### src/rtl/muldiv_pkg.sv
// Shared types and constants for the iterative RV32M multiply/divide sequencer.
// Latency: none (definitions only).
// Backpressure: not applicable.
//
// Contents: funct3 operation encodings, controller state encoding, ALU opcodes.
package muldiv_pkg;

  typedef enum logic [2:0] {
    OP_MUL    = 3'b000,
    OP_MULH   = 3'b001,
    OP_MULHSU = 3'b010,
    OP_MULHU  = 3'b011,
    OP_DIV    = 3'b100,
    OP_DIVU   = 3'b101,
    OP_REM    = 3'b110,
    OP_REMU   = 3'b111
  } op_e;

  typedef enum logic [1:0] {
    IDLE = 2'd0,
    RUN  = 2'd1,
    FIX  = 2'd2,
    DONE = 2'd3
  } state_e;

  localparam logic [2:0] ALU_ADD = 3'b000;
  localparam logic [2:0] ALU_SUB = 3'b001;

endpackage

### src/rtl/muldiv_sequencer.sv
// Iterative RV32M mul/div controller that borrows the shared ALU for its add/sub steps.
// Latency: start -> done in 34 cycles (32 iterations + FIX + DONE); divide-by-zero/overflow in 2.
// Backpressure: start is only accepted in IDLE; the execute stage stalls while busy=1, no queueing.
//
// Ports: clk/rst (sync, active-high); start/op/opA/opB request; busy/done/result status;
// alu_srcA/alu_srcB/alu_control drive the shared ALU, alu_result returns its sum/difference.
// Build option: define MULDIV_SIGNED_EN for signed MULH/MULHSU/DIV/REM; otherwise they act unsigned.
module muldiv_sequencer
  import muldiv_pkg::*;
#(
  parameter int DATA_WIDTH = 32
) (
  input  logic                  clk,
  input  logic                  rst,
  input  logic                  start,
  input  logic [2:0]            op,
  input  logic [DATA_WIDTH-1:0] opA,
  input  logic [DATA_WIDTH-1:0] opB,
  output logic                  busy,
  output logic                  done,
  output logic [DATA_WIDTH-1:0] result,
  output logic [DATA_WIDTH-1:0] alu_srcA,
  output logic [DATA_WIDTH-1:0] alu_srcB,
  output logic [2:0]            alu_control,
  input  logic [DATA_WIDTH-1:0] alu_result
);

  localparam int W  = DATA_WIDTH;
  localparam int CW = $clog2(DATA_WIDTH);

  state_e          state, state_nxt;
  op_e             op_q;
  logic [CW-1:0]   cnt;
  logic [W-1:0]    a_mag, b_mag;    // operand magnitudes captured at start
  logic [W-1:0]    acc_hi, acc_lo;  // mul: product; div: remainder / dividend->quotient

  // Operand sign handling at capture time.
  logic            sa, sb, ovf;
  logic [W-1:0]    a_abs, b_abs;
  logic            div0, special;

`ifdef MULDIV_SIGNED_EN
  logic            pneg, qneg, rneg;

  always_comb begin
    sa = 1'b0;
    sb = 1'b0;
    case (op)
      OP_MULH:        begin sa = opA[W-1]; sb = opB[W-1]; end
      OP_MULHSU:      begin sa = opA[W-1]; end
      OP_DIV, OP_REM: begin sa = opA[W-1]; sb = opB[W-1]; end
      default:        ;
    endcase
  end
  assign ovf   = ((op == OP_DIV) || (op == OP_REM)) &&
                 (opA == {1'b1, {(W-1){1'b0}}}) && (opB == {W{1'b1}});
  assign a_abs = sa ? -opA : opA;
  assign b_abs = sb ? -opB : opB;
`else
  assign sa    = 1'b0;
  assign sb    = 1'b0;
  assign ovf   = 1'b0;
  assign a_abs = opA;
  assign b_abs = opB;
`endif

  assign div0    = op[2] && (opB == '0);
  assign special = div0 || ovf;

  // Datapath step terms.
  logic            is_div;
  logic [W-1:0]    r_sh;
  logic            qbit, carry;

  assign is_div = op_q[2];
  assign r_sh   = {acc_hi[W-2:0], acc_lo[W-1]};
  // rem[msb] set means the shifted remainder is really W+1 bits and always >= divisor.
  assign qbit   = acc_hi[W-1] | (r_sh >= b_mag);
  assign carry  = (alu_result < acc_hi);

  // Sign fix-up and result selection.
  logic [2*W-1:0]  prod, prod_f;
  logic [W-1:0]    quo_f, rem_f, fix_val;

  assign prod = {acc_hi, acc_lo};
`ifdef MULDIV_SIGNED_EN
  assign prod_f = pneg ? -prod : prod;
  assign quo_f  = qneg ? -acc_lo : acc_lo;
  assign rem_f  = rneg ? -acc_hi : acc_hi;
`else
  assign prod_f = prod;
  assign quo_f  = acc_lo;
  assign rem_f  = acc_hi;
`endif

  always_comb begin
    fix_val = '0;
    case (op_q)
      OP_MUL:                       fix_val = prod_f[W-1:0];
      OP_MULH, OP_MULHSU, OP_MULHU: fix_val = prod_f[2*W-1:W];
      OP_DIV, OP_DIVU:              fix_val = quo_f;
      default:                      fix_val = rem_f;
    endcase
  end

  // Next-state and ALU drive.
  always_comb begin
    state_nxt   = state;
    alu_srcA    = '0;
    alu_srcB    = '0;
    alu_control = ALU_ADD;
    case (state)
      IDLE: if (start) state_nxt = special ? FIX : RUN;
      RUN: begin
        if (is_div) begin
          alu_srcA    = r_sh;
          alu_srcB    = b_mag;
          alu_control = ALU_SUB;
        end else begin
          alu_srcA    = acc_hi;
          alu_srcB    = b_mag[cnt] ? a_mag : '0;
          alu_control = ALU_ADD;
        end
        if (cnt == CW'(W-1)) state_nxt = FIX;
      end
      FIX:     state_nxt = DONE;
      default: state_nxt = IDLE;
    endcase
  end

  always_ff @(posedge clk) begin
    if (rst) begin
      state  <= IDLE;
      op_q   <= OP_MUL;
      cnt    <= '0;
      a_mag  <= '0;
      b_mag  <= '0;
      acc_hi <= '0;
      acc_lo <= '0;
      result <= '0;
`ifdef MULDIV_SIGNED_EN
      pneg   <= 1'b0;
      qneg   <= 1'b0;
      rneg   <= 1'b0;
`endif
    end else begin
      state <= state_nxt;
      case (state)
        IDLE: if (start) begin
          op_q  <= op_e'(op);
          a_mag <= a_abs;
          b_mag <= b_abs;
          cnt   <= '0;
`ifdef MULDIV_SIGNED_EN
          pneg  <= sa ^ sb;
          qneg  <= (sa ^ sb) & ~special;  // special-case quotients are already final
          rneg  <= sa;
`endif
          if (div0) begin
            acc_hi <= a_abs;
            acc_lo <= '1;
          end else if (ovf) begin
            acc_hi <= '0;
            acc_lo <= {1'b1, {(W-1){1'b0}}};
          end else if (op[2]) begin
            // Dividend starts in acc_lo and is shifted out as quotient bits shift in.
            acc_hi <= '0;
            acc_lo <= a_abs;
          end else begin
            acc_hi <= '0;
            acc_lo <= '0;
          end
        end
        RUN: begin
          cnt <= cnt + 1'b1;
          if (is_div) begin
            acc_hi <= qbit ? alu_result : r_sh;
            acc_lo <= {acc_lo[W-2:0], qbit};
          end else begin
            acc_hi <= {carry, alu_result[W-1:1]};
            acc_lo <= {alu_result[0], acc_lo[W-1:1]};
          end
        end
        FIX:     result <= fix_val;
        default: ;
      endcase
    end
  end

  assign busy = (state != IDLE);
  assign done = (state == DONE);

endmodule

### config.mk
export PLATFORM = sky130hd
export DESIGN_NAME = muldiv_sequencer
export DESIGN_NICKNAME = d
export VERILOG_FILES = /design/src/rtl/muldiv_pkg.sv /design/src/rtl/muldiv_sequencer.sv
export SDC_FILE = /design/constraint.sdc
export NUM_CORES = 1
export LEC_CHECK = 0
export CAP_MARGIN = 20
export CORE_MARGIN = 3
export CORE_UTILIZATION = 60
export CTS_CLUSTER_SIZE = 8
export DETAILED_ROUTE_END_ITERATION = 16
export DONT_BUFFER_PORTS = 1
export PLACE_DENSITY = 0.74
export SLEW_MARGIN = 20
export SYNTH_ARGS = -nofsm -noshare
export SYNTH_HDL_FRONTEND = slang
export SYNTH_SLANG_ARGS = --single-unit
### constraint.sdc
create_clock -name clk -period 6.2 [get_ports clk]
set_clock_uncertainty 0.05 [all_clocks]
set_input_delay 0.31 -clock clk [delete_from_list [all_inputs] [get_ports clk]]
set_output_delay 0.31 -clock clk [all_outputs]
set_load 0.01 [all_outputs]
# After elaboration in Yosys (flattened, before gate mapping)
# Index checks and enable logic that the tools add are counted.
# totals
word_cells,57
ff_bits,170
output_inout_bits,101
# classes
magnitude_cmp,3
addsub,1
n_reduce_logical,10
mux,26
n_eq_ne,8
n_bitwise,1
# ops
cell,count
2-to-1 mux 32 bit,14
one-hot mux 32 bit (2 select lines),2
>= comparator 32 bit,1
logical NOT 32 bit,1
less-than comparator 32 bit,1
one-hot mux 5 bit (2 select lines),1
"equality test 3 bit, second input constant",2
"less-than comparator 5 x 6 -> 1 bit, second input constant",1
2-to-1 mux 2 bit,3
one-hot mux 2 bit (3 select lines),1
AND reduction 2 bit,3
"adder 5 x 1 -> 5 bit, second input constant",1
binary-select mux 1 bit (select 5 bit),1
"equality test 5 bit, second input constant",1
2-to-1 mux 5 bit,1
"equality test 2 bit, second input constant",2
"inequality test 2 bit, second input constant",2
nonzero test 2 bit,2
logical NOT 3 bit,1
2-to-1 mux 1 bit,3
OR reduction 3 bit,1
"equality test 2 x 1 -> 1 bit, second input constant",1
logical NOT 2 bit,1
logical AND 1 bit,1
bitwise OR 1 bit,1

# Logic depth before layout (Yosys ltp)
# depth
ltp_word,5
ltp_mapped,12
mapped_depth_nobuf,9

# Worst setup path before layout
# No wires, ideal clock.
# synth_timing
path_kind,register -> register
startpoint,reg b_mag[13]
endpoint,reg acc_hi[18]
arrival_time_ps,2535
slack_ps,3500
stages_incl_launch_ff,12
setup_time_ps,116
cell_sequence,dfxtp_1 > inv_1 > ha_1 > nand4_2 > or4_1 > o311ai_1 > o311ai_1 > and2_1 > buf_6 > buf_6 > or3_1 > a31o_1
# synth_between
elab_chain_len,5
# synth_rtl
item,line_no,source
start: declaration,muldiv_sequencer.sv:34,"logic [W-1:0] a_mag, b_mag;"
start signal: assignment,muldiv_sequencer.sv:152,b_mag <= b_abs;
>= comparator 32 bit,muldiv_sequencer.sv:78,assign qbit = acc_hi[W-1] | (r_sh >= b_mag);
bitwise OR 1 bit,muldiv_sequencer.sv:78,
2-to-1 mux 32 bit,muldiv_sequencer.sv:177,acc_hi <= qbit ? alu_result : r_sh;
2-to-1 mux 32 bit,muldiv_sequencer.sv:176,if (is_div) begin
one-hot mux 32 bit (2 select lines),muldiv_sequencer.sv:148,case (state)
end signal: assignment,muldiv_sequencer.sv:160,acc_hi <= a_abs;
end signal: assignment,muldiv_sequencer.sv:177,
end signal: assignment,muldiv_sequencer.sv:180,"acc_hi <= {carry, alu_result[W-1:1]};"
end: declaration,muldiv_sequencer.sv:35,"logic [W-1:0] acc_hi, acc_lo;"
# Every way passes these cells.
# A chain may end at the register's enable or synchronous reset.

# Worst setup path in the final report
# layout_timing
startpoint,reg state[1]
endpoint,reg acc_hi[22]
# layout_between
elab_chain_len,3
elab_cells_between_ends,6
# layout_rtl
item,line_no,source
start: declaration,muldiv_sequencer.sv:31,"state_e state, state_nxt;"
start signal: assignment,muldiv_sequencer.sv:147,state <= state_nxt;
equality test 2 x 1 -> 1 bit / logical NOT 2 bit (equally long branches),muldiv_sequencer.sv:148,
nonzero test 2 bit (no line) / inequality test 2 bit (equally long branches),-,
AND reduction 2 bit (no line),-,
# Several ways; a longest one is shown, not always the timed one.

==> run metrics <==
outcome=completed; Synth Register Bits=170; YS warnings=0; CP Launch Type=register; gr usage total=0.358; GRT Residual Overflow=0; RSZ-0062 raised after global routing=false; CP Capture Type=register; Routed Antenna Nets=0; crit-path max FO=86; Die Span X=141 um; TritonCTS Buffers=17; htree depth=4; FP Rows=48; cell family with most CP delay=buffers and inverters; drt pass-1 iters=6; slew margin rel.=0.257; hold slack final=0.0133 ns; LEAKAGE=4.46 nW; Buf/Inv on CP=3; drc violations=0; Synth area leader=dfxtp_1; first-pass GRT wire length=57300 um; sequential area share after synthesis=0.310; CTS resizes=0; slowest cell on the critical path=buf_4; CP Cell Sequence=inv_1 > ha_4 > buf_4 > a21oi_4 > nor2_4 > buf_4 > a41oi_1 > o21ai_0 > o21ai_0 > a41oi_1; pin count of the biggest net entering global routing=139; Die ar.=20000 sq um; DP HPWL=23600 um; Pwr Total=4.71 mW; post-synthesis async set-or-reset flop share=0; Tightest Pin Transition=1.11 ns; Peak VDD IR=0.348 mV; Synth top area share=0.310; Synth area leaders=dfxtp_1 (31%), mux2i_1 (9.0%), ha_1 (7.9%); Bufs on Longest Clock Path=2; Post-Synthesis Cells=1395; count of cell types in the netlist=48; final net count=1540; clk slew on worst S/H paths=0.07 ns; Post-Route WL=36700 um; CTS Sinks=170; CP peak stage delay=0.75 ns; cell area after layout=12200 sq um; I/O Buffers=0; share of post-route cells with drive strength above 1=0.0543; routability cong.=0.976; EDFF count, synth=0; min Tclk post-route=3.65 ns; vias in the first global route=10200; Max Clock Freq=274 MHz; Clock Latency Late Sink=0.43 ns; Final period util=0.588; first-iteration detailed-routing DRC count=1128; final slew viol count=0; min-delay worst type=input pin to register; CTS tree=done; Synth Flop Type=dfxtp_1; root buf cell=clkbuf_16; final hold viol count=0; antenna violations before repair=0; wire length per cell=22.8 um; DR vias=10900; # IOs=203; Post-Syn Area per Cell=7.88 sq um; CP Data Required Time=6.49 ns; n_diodes=0; CP arrival=3.94 ns; final setup fails=0; Die H=141 um; vias per cell=6.78; Power Density=386 nW/um^2; core box area=17600 sq um; Setup TNS=0 ns; Area Growth Syn to Fin=11.0%; Cell Area, Synth=11000 sq um; initial core utilization=0.625; Crit Path Category=register to register; Post-DP Area=10900 sq um; Max-Cap Viols=0
[placed cells by master (no fill, tap or decap), types with 25 or more instances in the layout]
cell type      Yosys  layout
a22o_1            32      32
nor3_1            39      37
dfxtp_1          170     169
dlygate4sd3_1      0      67
nand3_1           32      32
a21oi_1          155     153
a211oi_1          96      96
nand2_1          149     148
o21ai_0           54      54
nor2_1           133     131
mux2i_1           99      99
ha_1              69      67
inv_1             69      68
or3_1             25      25
[metrics by stage]
step,setup slack [ns],std cells,util
floorplan,3.50,1396,-
global placement,2.80,1507,0.621
detailed placement,2.71,1507,0.621
CTS,2.66,1607,0.693
global route,2.30,1607,0.693
finish,2.55,1607,0.693
[state kept, by name, summed over array words and instances (netlist names)]
signal  count
a_mag      32
acc_hi     32
acc_lo     32
b_mag      32
result     32
cnt         5
op_q        3
state       2
[cells in the mapped netlist, types with 3 or more instances]
cell / instances
nand2b_1: 3
dfxtp_1: 170
nand3_1: 32
and3_1: 3
mux4_2: 10
a31o_2: 5
a211oi_1: 96
a31o_1: 19
a21o_1: 13
a41o_1: 22
inv_1: 69
a21oi_1: 155
nor2_1: 133
a2111oi_0: 4
a22o_1: 32
nand4_1: 11
o21ai_0: 54
mux2i_1: 99
buf_6: 3
buf_2: 9
buf_1: 14
nand3b_1: 8
or3_1: 25
buf_4: 3
a41oi_1: 17
nor3_1: 39
ha_1: 69
clkbuf_1: 98
nand2_1: 149
a22oi_1: 3
nor4_1: 6
[per-layer routing]
layer / global-route usage / share of wire
met1: 0.447 / 0.38
met2: 0.581 / 0.47
met3: 0.0944 / 0.11
met4: 0.165 / 0.051
met5: 0 / 0
[logic make-up (layout without fill, tap and decap cells)]
kind of cell / Yosys count / count (layout) / synth area share
AOI/OAI and AO/OA: 433 / 433 / 0.262
adders and majority gates: 69 / 69 / 0.0785
buffers and inverters: 196 / 182 / 0.0710
DFF: 170 / 170 / 0.310
muxes: 110 / 110 / 0.112
other: 1 / 2 / 0.000341
and+or+nand+nor: 416 / 416 / 0.167
[final timing paths]
check	startpoint	endpoint	slack (ns)	cells past startpoint
max	state[1]	acc_hi[22]	2.55	10
min	alu_result[31]	acc_hi[31]	0.01	2
max reg2reg	state[1]	acc_hi[22]	2.55	10
min reg2reg	a_mag[19]	a_mag[19]	0.40	2
[power by group]
group	switching (mW)	leakage [nW]	internal, mW
sequential	0.307	1.39	1.35
clock	0.482	0.278	0.580
combinational	1.30	2.80	0.694
total	2.09	4.46	2.62
[cell type report]
type / count / area, sq um
clock inverter: 12 / 113
multi-input combinational: 1030 / 6880
clock buffer: 20 / 457
tap: 225 / 282
timing repair buffer: 81 / 796
sequential: 170 / 3410
fill: 1488 / 5400
inverter: 69 / 259
[worst reg2reg max path, cell delays in order (launching register included)]
cell	delay (ns)
dfxtp_1	0.36
inv_1	0.16
ha_4	0.27
buf_4	0.75
a21oi_4	0.13
nor2_4	0.73
buf_4	0.41
a41oi_1	0.22
o21ai_0	0.15
o21ai_0	0.10
a41oi_1	0.23
[repair_timing]
item                                   in CTS  in global routing
endpoints found under the hold margin     138                  0
setup endpoints to repair                   0                  0
hold buffers                               68                  0
setup buffers                               0                  0
Note: power is estimated with default switching activity, not from simulation.
